**src/rtl/apu_uart_tx_if.sv**
```systemverilog
// apu_uart_tx_if: register-write request handshake (address, data, valid/ready) into apu_uart_tx.
interface apu_uart_tx_if;
  logic [3:0] tx_addr;
  logic [7:0] tx_data;
  logic       tx_valid;
  logic       tx_ready;
  modport master (output tx_addr, tx_data, tx_valid, input tx_ready);
  modport slave  (input tx_addr, tx_data, tx_valid, output tx_ready);
endinterface

```
**src/rtl/apu_uart_tx.sv**
```systemverilog
// apu_uart_tx: serialises (addr, data) register writes as two 8N1 characters on tx.
// Define APU_UART_TX_PARITY_EN to add an even-parity bit to each character.
module apu_uart_tx #(
  parameter int OVERSAMPLE = 5,
  parameter int GAP_BITS   = 2
) (
  input  logic         clk,
  input  logic         rst,
  input  logic         uart_clk,
  apu_uart_tx_if.slave bus,
  output logic         tx,
  output logic         busy
);
  localparam int SW = OVERSAMPLE > 1 ? $clog2(OVERSAMPLE) : 1;
  localparam int GW = GAP_BITS > 1 ? $clog2(GAP_BITS) : 1;
  typedef enum logic [2:0] {
    IDLE,
    ALIGN,
    START,
    DATA,
`ifdef APU_UART_TX_PARITY_EN
    PARITY,
`endif
    STOP,
    GAP
  } state_t;
  state_t        state;
  logic [SW-1:0] sub;
  logic [GW-1:0] gap;
  logic [2:0]    idx;
  logic [7:0]    shreg;
  logic [7:0]    data_q;
  logic          second;
  logic          ready;
`ifdef APU_UART_TX_PARITY_EN
  logic          par;
`endif
  logic          wrap;
  assign wrap = uart_clk && sub == SW'(OVERSAMPLE - 1);
  assign bus.tx_ready = ready;
  always_ff @(posedge clk) begin
    if (rst) begin
      state  <= IDLE;
      sub    <= '0;
      gap    <= '0;
      idx    <= '0;
      shreg  <= '0;
      data_q <= '0;
      second <= 1'b0;
      ready  <= 1'b1;
      tx     <= 1'b1;
      busy   <= 1'b0;
`ifdef APU_UART_TX_PARITY_EN
      par    <= 1'b0;
`endif
    end else begin
      // bit-period sub-counter only runs while a bit is on the line
      if (uart_clk && state != IDLE && state != ALIGN) sub <= wrap ? '0 : sub + 1'b1;
      case (state)
        IDLE: if (bus.tx_valid) begin
          shreg  <= {4'b1000, bus.tx_addr};
          data_q <= bus.tx_data;
          second <= 1'b0;
          ready  <= 1'b0;
          busy   <= 1'b1;
          state  <= ALIGN;
        end
        ALIGN: if (uart_clk) begin
          tx    <= 1'b0;
          state <= START;
        end
        START: if (wrap) begin
          tx    <= shreg[0];
          shreg <= shreg >> 1;
          idx   <= '0;
`ifdef APU_UART_TX_PARITY_EN
          par   <= shreg[0];
`endif
          state <= DATA;
        end
        DATA: if (wrap) begin
          if (idx == 3'd7) begin
`ifdef APU_UART_TX_PARITY_EN
            tx    <= par;
            state <= PARITY;
`else
            tx    <= 1'b1;
            state <= STOP;
`endif
          end else begin
            tx    <= shreg[0];
            shreg <= shreg >> 1;
            idx   <= idx + 1'b1;
`ifdef APU_UART_TX_PARITY_EN
            par   <= par ^ shreg[0];
`endif
          end
        end
`ifdef APU_UART_TX_PARITY_EN
        PARITY: if (wrap) begin
          tx    <= 1'b1;
          state <= STOP;
        end
`endif
        // character 1 starts straight after character 0's stop bit
        STOP: if (wrap) begin
          if (!second) begin
            shreg  <= data_q;
            second <= 1'b1;
            tx     <= 1'b0;
            state  <= START;
          end else begin
            gap   <= '0;
            state <= GAP;
          end
        end
        GAP: if (wrap) begin
          if (gap == GW'(GAP_BITS - 1)) begin
            busy  <= 1'b0;
            ready <= 1'b1;
            state <= IDLE;
          end else begin
            gap <= gap + 1'b1;
          end
        end
        default: state <= IDLE;
      endcase
    end
  end
endmodule

```
**src/flat_wrapper.sv**
```systemverilog
// flat-port wrapper written by rule: the top's interface ports become plain ports
module apu_uart_tx_flat 
#(
  parameter int OVERSAMPLE = 5,
  parameter int GAP_BITS   = 2
)
  (clk, rst, uart_clk, tx, busy, bus_tx_addr, bus_tx_data, bus_tx_valid, bus_tx_ready);
  apu_uart_tx_if bus_i ();
  input  logic clk;
  input  logic rst;
  input  logic uart_clk;
  output logic tx;
  output logic busy;
  input wire logic [$bits(bus_i.tx_addr)-1:0] bus_tx_addr;
  input wire logic [$bits(bus_i.tx_data)-1:0] bus_tx_data;
  input wire logic [$bits(bus_i.tx_valid)-1:0] bus_tx_valid;
  output wire logic [$bits(bus_i.tx_ready)-1:0] bus_tx_ready;
  assign bus_i.tx_addr = bus_tx_addr;
  assign bus_i.tx_data = bus_tx_data;
  assign bus_i.tx_valid = bus_tx_valid;
  assign bus_tx_ready = bus_i.tx_ready;
  apu_uart_tx #(.OVERSAMPLE(OVERSAMPLE), .GAP_BITS(GAP_BITS)) u_core (.clk(clk), .rst(rst), .uart_clk(uart_clk), .bus(bus_i), .tx(tx), .busy(busy));
endmodule
```
**config.mk**
```make
export PLATFORM = sky130hd
export DESIGN_NAME = apu_uart_tx_flat
export DESIGN_NICKNAME = d
export VERILOG_FILES = /design/src/rtl/apu_uart_tx_if.sv /design/src/rtl/apu_uart_tx.sv /design/src/flat_wrapper.sv
export SDC_FILE = /design/constraint.sdc
export NUM_CORES = 1
export LEC_CHECK = 0
export ABC_AREA = 0
export BUFFER_PORTS_ARGS = -buffer_cell sky130_fd_sc_hd__buf_4
export CAP_MARGIN = 20
export CORE_ASPECT_RATIO = 0.75
export CORE_UTILIZATION = 62
export CTS_CLUSTER_SIZE = 30
export DETAILED_ROUTE_END_ITERATION = 8
export PLACE_DENSITY = 0.84
export SKIP_CTS_REPAIR_TIMING = 1
export SYNTH_ARGS = -nofsm -noshare
export SYNTH_HDL_FRONTEND = slang
export SYNTH_SLANG_ARGS = --single-unit
export TNS_END_PERCENT = 1
```
**constraint.sdc**
```tcl
create_clock -name clk -period 3.6 [get_ports clk]
set_clock_uncertainty 0.05 [all_clocks]
set_input_delay 0 -clock clk [delete_from_list [all_inputs] [get_ports clk]]
set_output_delay 0 -clock clk [all_outputs]
set_load 0.005 [all_outputs]
```
* Word-level counts from Yosys, hierarchy flattened
Cells that the tools add are included.
** Word-level totals
- Output and inout port bits :: 3
- Bits of input ports :: 16
- Flip-flop bits (word level) :: 30
** Cells by class
- Add/subtract/negate cells :: 3
- Reductions and logical operators :: 19
- Multiplexer cells :: 44
- Equal/unequal tests :: 19
** Operators with widths (number)
- two-way mux 8 bit :: 6
- two-way mux 3 bit :: 13
- case mux 8 bit (4 select lines) :: 1
- case mux 3 bit (6 select lines) :: 1
- two-way mux 1 bit :: 17
- != test 2 x 1 -> 1 bit (second input constant) :: 7
- == test 3 bit (second input constant) :: 4
- AND reduction 4 bit :: 3
- != test 2 bit (second input constant) :: 4
- case mux 1 bit (2 select lines) :: 4
- AND reduction 8 bit :: 1
- nonzero test 2 bit :: 4
- nonzero test 4 bit :: 2
- AND reduction 7 bit :: 1
- adder 3 x 1 -> 3 bit (second input constant) :: 2
- == test 3 x 2 -> 1 bit (second input constant) :: 2
- case mux 3 bit (2 select lines) :: 1
- AND reduction 6 bit :: 1
- case mux 1 bit (4 select lines) :: 1
- == test 3 x 1 -> 1 bit (second input constant) :: 1
- logical AND 1 bit :: 3
- logical NOT 3 bit :: 1
- != test 3 x 1 -> 1 bit (second input constant) :: 1
- AND reduction 3 bit :: 1
- other kinds (3) :: 3

* Depth between registers and ports, before layout
- Depth after elaboration :: 4
- Gate-level depth with buffers :: 6

* Worst setup path after synthesis
OpenSTA, ideal clock, no wires.
- Kind :: register to register
- From :: register u_core.sub[0]
- To :: register u_core.shreg[4]
- Required time :: 3429 ps
- Path buffers :: 0
- Stages on the path, launching flop included :: 7
- Setup slack :: 1882 ps
- Arrival :: 1547 ps
- Cell sequence :: dfxtp_1 inv_1 ha_1 nand3_1 a21oi_1 o211ai_4 mux2_4
** Between the ends
- Longest elaborated chain between the ends :: 4
- Elaborated cells between the ends (all ways) :: 6
** Ends and longest elaborated chain
- from (decl) :: RTL line apu_uart_tx.sv:28 : logic [SW-1:0] sub;
- from (signal assigned) :: RTL line apu_uart_tx.sv:58 : if (uart_clk && state != IDLE && state != ALIGN) sub <= wrap ? '0 : sub + 1'b1;
- == test 3 bit * :: RTL line apu_uart_tx.sv:39 : assign wrap = uart_clk && sub == SW'(OVERSAMPLE - 1);
- logical AND 1 bit * :: RTL line apu_uart_tx.sv:39
- != test 2 x 1 -> 1 bit (no source line)
- AND reduction 7 bit (no source line) *
- to (signal assigned) :: RTL line apu_uart_tx.sv:61 : shreg <= {4'b1000, bus.tx_addr};
- to (signal assigned) :: RTL line apu_uart_tx.sv:74 : shreg <= shreg >> 1;
- to (signal assigned) :: RTL line apu_uart_tx.sv:92 : shreg <= shreg >> 1;
- to (decl) :: RTL line apu_uart_tx.sv:31 : logic [7:0] shreg;
Every way passes the cells marked *; elsewhere a longest branch is shown, timed or not.
A chain may end at the register's enable or synchronous reset.

* Worst setup path in the final report
- From :: register u_core.state[1]
- To :: register u_core.idx[0]
** Between the ends
- Longest elaborated chain between the ends :: 3
- Elaborated cells between the ends (all ways) :: 8
** Ends and longest elaborated chain
- from (decl) :: RTL line apu_uart_tx.sv:27 : state_t state;
- from (signal assigned) :: RTL line apu_uart_tx.sv:43 : state <= IDLE;
- from (signal assigned) :: RTL line apu_uart_tx.sv:66 : state <= ALIGN;
- from (signal assigned) :: RTL line apu_uart_tx.sv:70 : state <= START;
- == test 3 x 2 -> 1 bit :: RTL line apu_uart_tx.sv:59 : case (state)
- != test 2 bit (no source line) (tied with other cells)
- AND reduction 4 bit (no source line)
- to (signal assigned) :: RTL line apu_uart_tx.sv:93 : idx <= idx + 1'b1;
- to (decl) :: RTL line apu_uart_tx.sv:30 : logic [2:0] idx;
Parallel ways exist; a longest one is shown, timed or not.

==> impl_metrics.py <==
metrics = {
    "outcome": {
        "status": "completed",
    },
    "synth": {
        "synth_cell_types": 42,
        "synth-simple-area-share_pct": 25.6,
        "synth_ff_type": "dfxtp_1",
        "yosysMostFrequentCell": "nand2_1",
        "ys_warn_count": 0,
        "synthTopCellsByArea": "dfxtp_1 35%, nand2_1 7.3%, a21oi_1 6.5%, mux2i_1 4.1%, ha_1 3.7%",
        "synth-compound-area-share_pct": 22.1,
        "ys_ff_latch": 30,
        "yosysSeqAreaShare_pct": 35.2,
        "synth_commonest_cells": "33 x nand2_1, 30 x dfxtp_1, 22 x a21oi_1",
        "yosysTopAreaCell": "dfxtp_1",
        "synth.net_count": 222,
        "synth_area_um2": 1710,
        "yosys.area_share.xor_xnor_pct": 0,
        "synth_edf_count": 0,
        "netlist.area_leader.share_pct": 35.2,
        "synthCells": 201,
        "ys_async_sr_fraction_pct": 0,
        "postSynthAreaPerCell_um2": 8.48,
        "synth_top_family_by_area": "simple AND/OR/NAND/NOR gates",
        "synth-adder-area-share_pct": 3.67,
        "muxShareOfSynthArea_pct": 6.75,
    },
    "routing": {
        "vias": 1536,
        "drc": 0,
        "drt_iter0_markers": 148,
        "drt.antenna.violating_nets": 0,
        "detail_route.wl_per_cell_um": 14.2,
        "drt-pass1-iter-count": 4,
        "drt-total-wl_um": 3670,
        "viasPerCell": 5.93,
    },
    "timing": {
        "finalSetupTns_ns": 0,
        "relSlewSlack_pct": 32.4,
        "period_share_pct": 67.8,
        "max_freq_mhz": 410,
        "hold_viol": 0,
        "finalCriticalPeriod_ns": 2.44,
        "worst_slew_pin_slew_ns": 1.01,
        "rsz0062_at_grt": "false",
        "final_max_slew_viol_count": 0,
        "setup_viol": 0,
    },
    "final_layout": {
        "antenna_cells": 0,
        "syn2layout_area_growth_pct": 15.5,
        "nets": 243,
        "fin_cells": 259,
        "drive_above_1_share_pct": 17.9,
    },
    "clock_tree": {
        "clk-insertion-delay-late_ns": 0.32,
        "htree_levels": 2,
        "cts.path.max_buffers": 2,
        "cts.sinks": 30,
        "cts.clk_slew.worst_paths_ns": 0.10,
        "tritoncts": "yes",
        "cts_root_buffer": "clkbuf_4",
        "numCtsBuffers": 5,
    },
    "floorplanning": {
        "num_rows": 16,
        "die_y_um": 47.4,
        "die_area_um2": 2970,
        "initial_core_util_pct": 65.5,
        "ios": 19,
        "core_um2": 2600,
        "fp.dieW_um": 62.6,
    },
    "grt": {
        "gr-total-overflow": 0,
        "antenna_found_initial": 0,
        "grt_max_degree": 38,
        "grt_pass1_wl_um": 5620,
        "grt_pass1_vias": 1238,
        "grt_util_all_layers_pct": 25.3,
    },
    "placement": {
        "port_buffers": 18,
        "gp_congestion": 0.852,
        "dp_cells": 241,
        "detailedPlacementHpwl_um": 2420,
    },
    "power": {
        "p_seq_share_pct": 44.2,
        "pwr_density_cell_nw_per_um2": 574,
        "p_clk_share_pct": 21.8,
        "p_sw_mw": 0.420,
        "p_sw_share_pct": 37.1,
        "power.leakage_nw": 0.743,
        "internal-power_mw": 0.712,
        "p_total_mw": 1.13,
        "p_comb_share_pct": 34.0,
        "peakVddDrop_mv": 0.354,
    },
    "worst_setup_path": {
        "path_max_fanout": 29,
        "worstPathArrival_ns": 2.63,
        "worstSetupEndpointType": "register",
        "cp-start-kind": "register",
        "path_class": "register to register",
        "required_ns": 3.79,
    },
    "worst_hold_path": {
        "worstHoldPathType": "primary input to register",
    },
    "flow_run": {
        "maxCapViolCount": 0,
    },
}
==> worst max-delay path: stages (launching register included) <==
cell and delay (ns):
dfxtp_1 1.00, nor2b_1 0.55, nand3_2 0.22, or3_1 0.40, a21oi_1 0.14
==> cell type report <==
| class | count | area [um^2] |
|---|---|---|
| inverters | 5 | 18.8 |
| fillers | 196 | 633 |
| multi-input cells | 152 | 991 |
| flip-flops and latches | 30 | 601 |
| well taps | 36 | 45.0 |
| repair buffers | 28 | 235 |
| clock buffers | 8 | 78.8 |
==> flip-flops by register name (all words and copies together), names as in the netlist <==
| register | flops |
|---|---|
| u_core.bus.tx_ready | 1 |
| u_core.busy | 1 |
| u_core.data_q | 8 |
| u_core.gap | 1 |
| u_core.idx | 3 |
| u_core.second | 1 |
| u_core.shreg | 8 |
| u_core.state | 3 |
| u_core.sub | 3 |
| u_core.tx | 1 |
==> per-layer routing <==
metal  up-vias  GRT usage (%)  wire length, um
met3         2           9.29              237
li1        749              -                -
met1       726           32.6             1660
met4         0           6.98               13
met2        59           41.3             1760
met5         -              0                0
==> metrics by stage <==
stage	hold slack, ns	utilization [%]	setup WS, ns	instance area, um^2
floorplan	0.0860	-	1.88	1710
global placement	0.196	68.8	1.33	1790
detailed placement	0.206	68.8	1.22	1790
CTS	-0.136	71.8	1.19	1870
global route	0.0135	75.7	0.948	1970
finish	0.0179	75.7	1.16	1970
==> cells in the final DEF (no fill, tap or decap), drive strengths merged, types with 2 or more instances in the layout <==
master and n:
nand3 3, a21bo 2, nand2b 8, nor3 4, nand2 33, a211oi 4
or3b 2, o31ai 2, mux2 3, o21ai 10, dfxtp 30, nor2b 8
a31oi 2, ha 5, inv 5, dlygate4sd3 10, mux2i 7, a32oi 3
or3 3, and2 3, clkbuf 8, a311o 5, nor2 10, buf 18
or4 2, a21oi 24
==> power groups by stage <==
stage | Clock, mW | Combinational, mW | Sequential, mW
floorplan | 0 | 0.393 | 0.429
global placement | 0 | 0.359 | 0.498
detailed placement | 0 | 0.370 | 0.505
CTS | 0.252 | 0.372 | 0.498
global route | 0.275 | 0.422 | 0.515
finish | 0.247 | 0.384 | 0.500
==> cell families after synthesis <==
group	Yosys count
AO/OA/AOI/OAI	56
adder cells (fa/ha/maj)	5
buffers and inverters	19
multiplexers	10
AND/OR/NAND/NOR	81
flip-flops	30
==> final timing paths <==
check        cells past startpoint           startpoint                   to  slack (ns)
max                              4      u_core.state[1]        u_core.idx[0]        1.16
min                              2                  rst        u_core.sub[0]        0.02
max reg2reg                      4      u_core.state[1]        u_core.idx[0]        1.16
min reg2reg                      2  u_core.bus.tx_ready  u_core.bus.tx_ready        0.42
(Power assumes the default switching activity.)
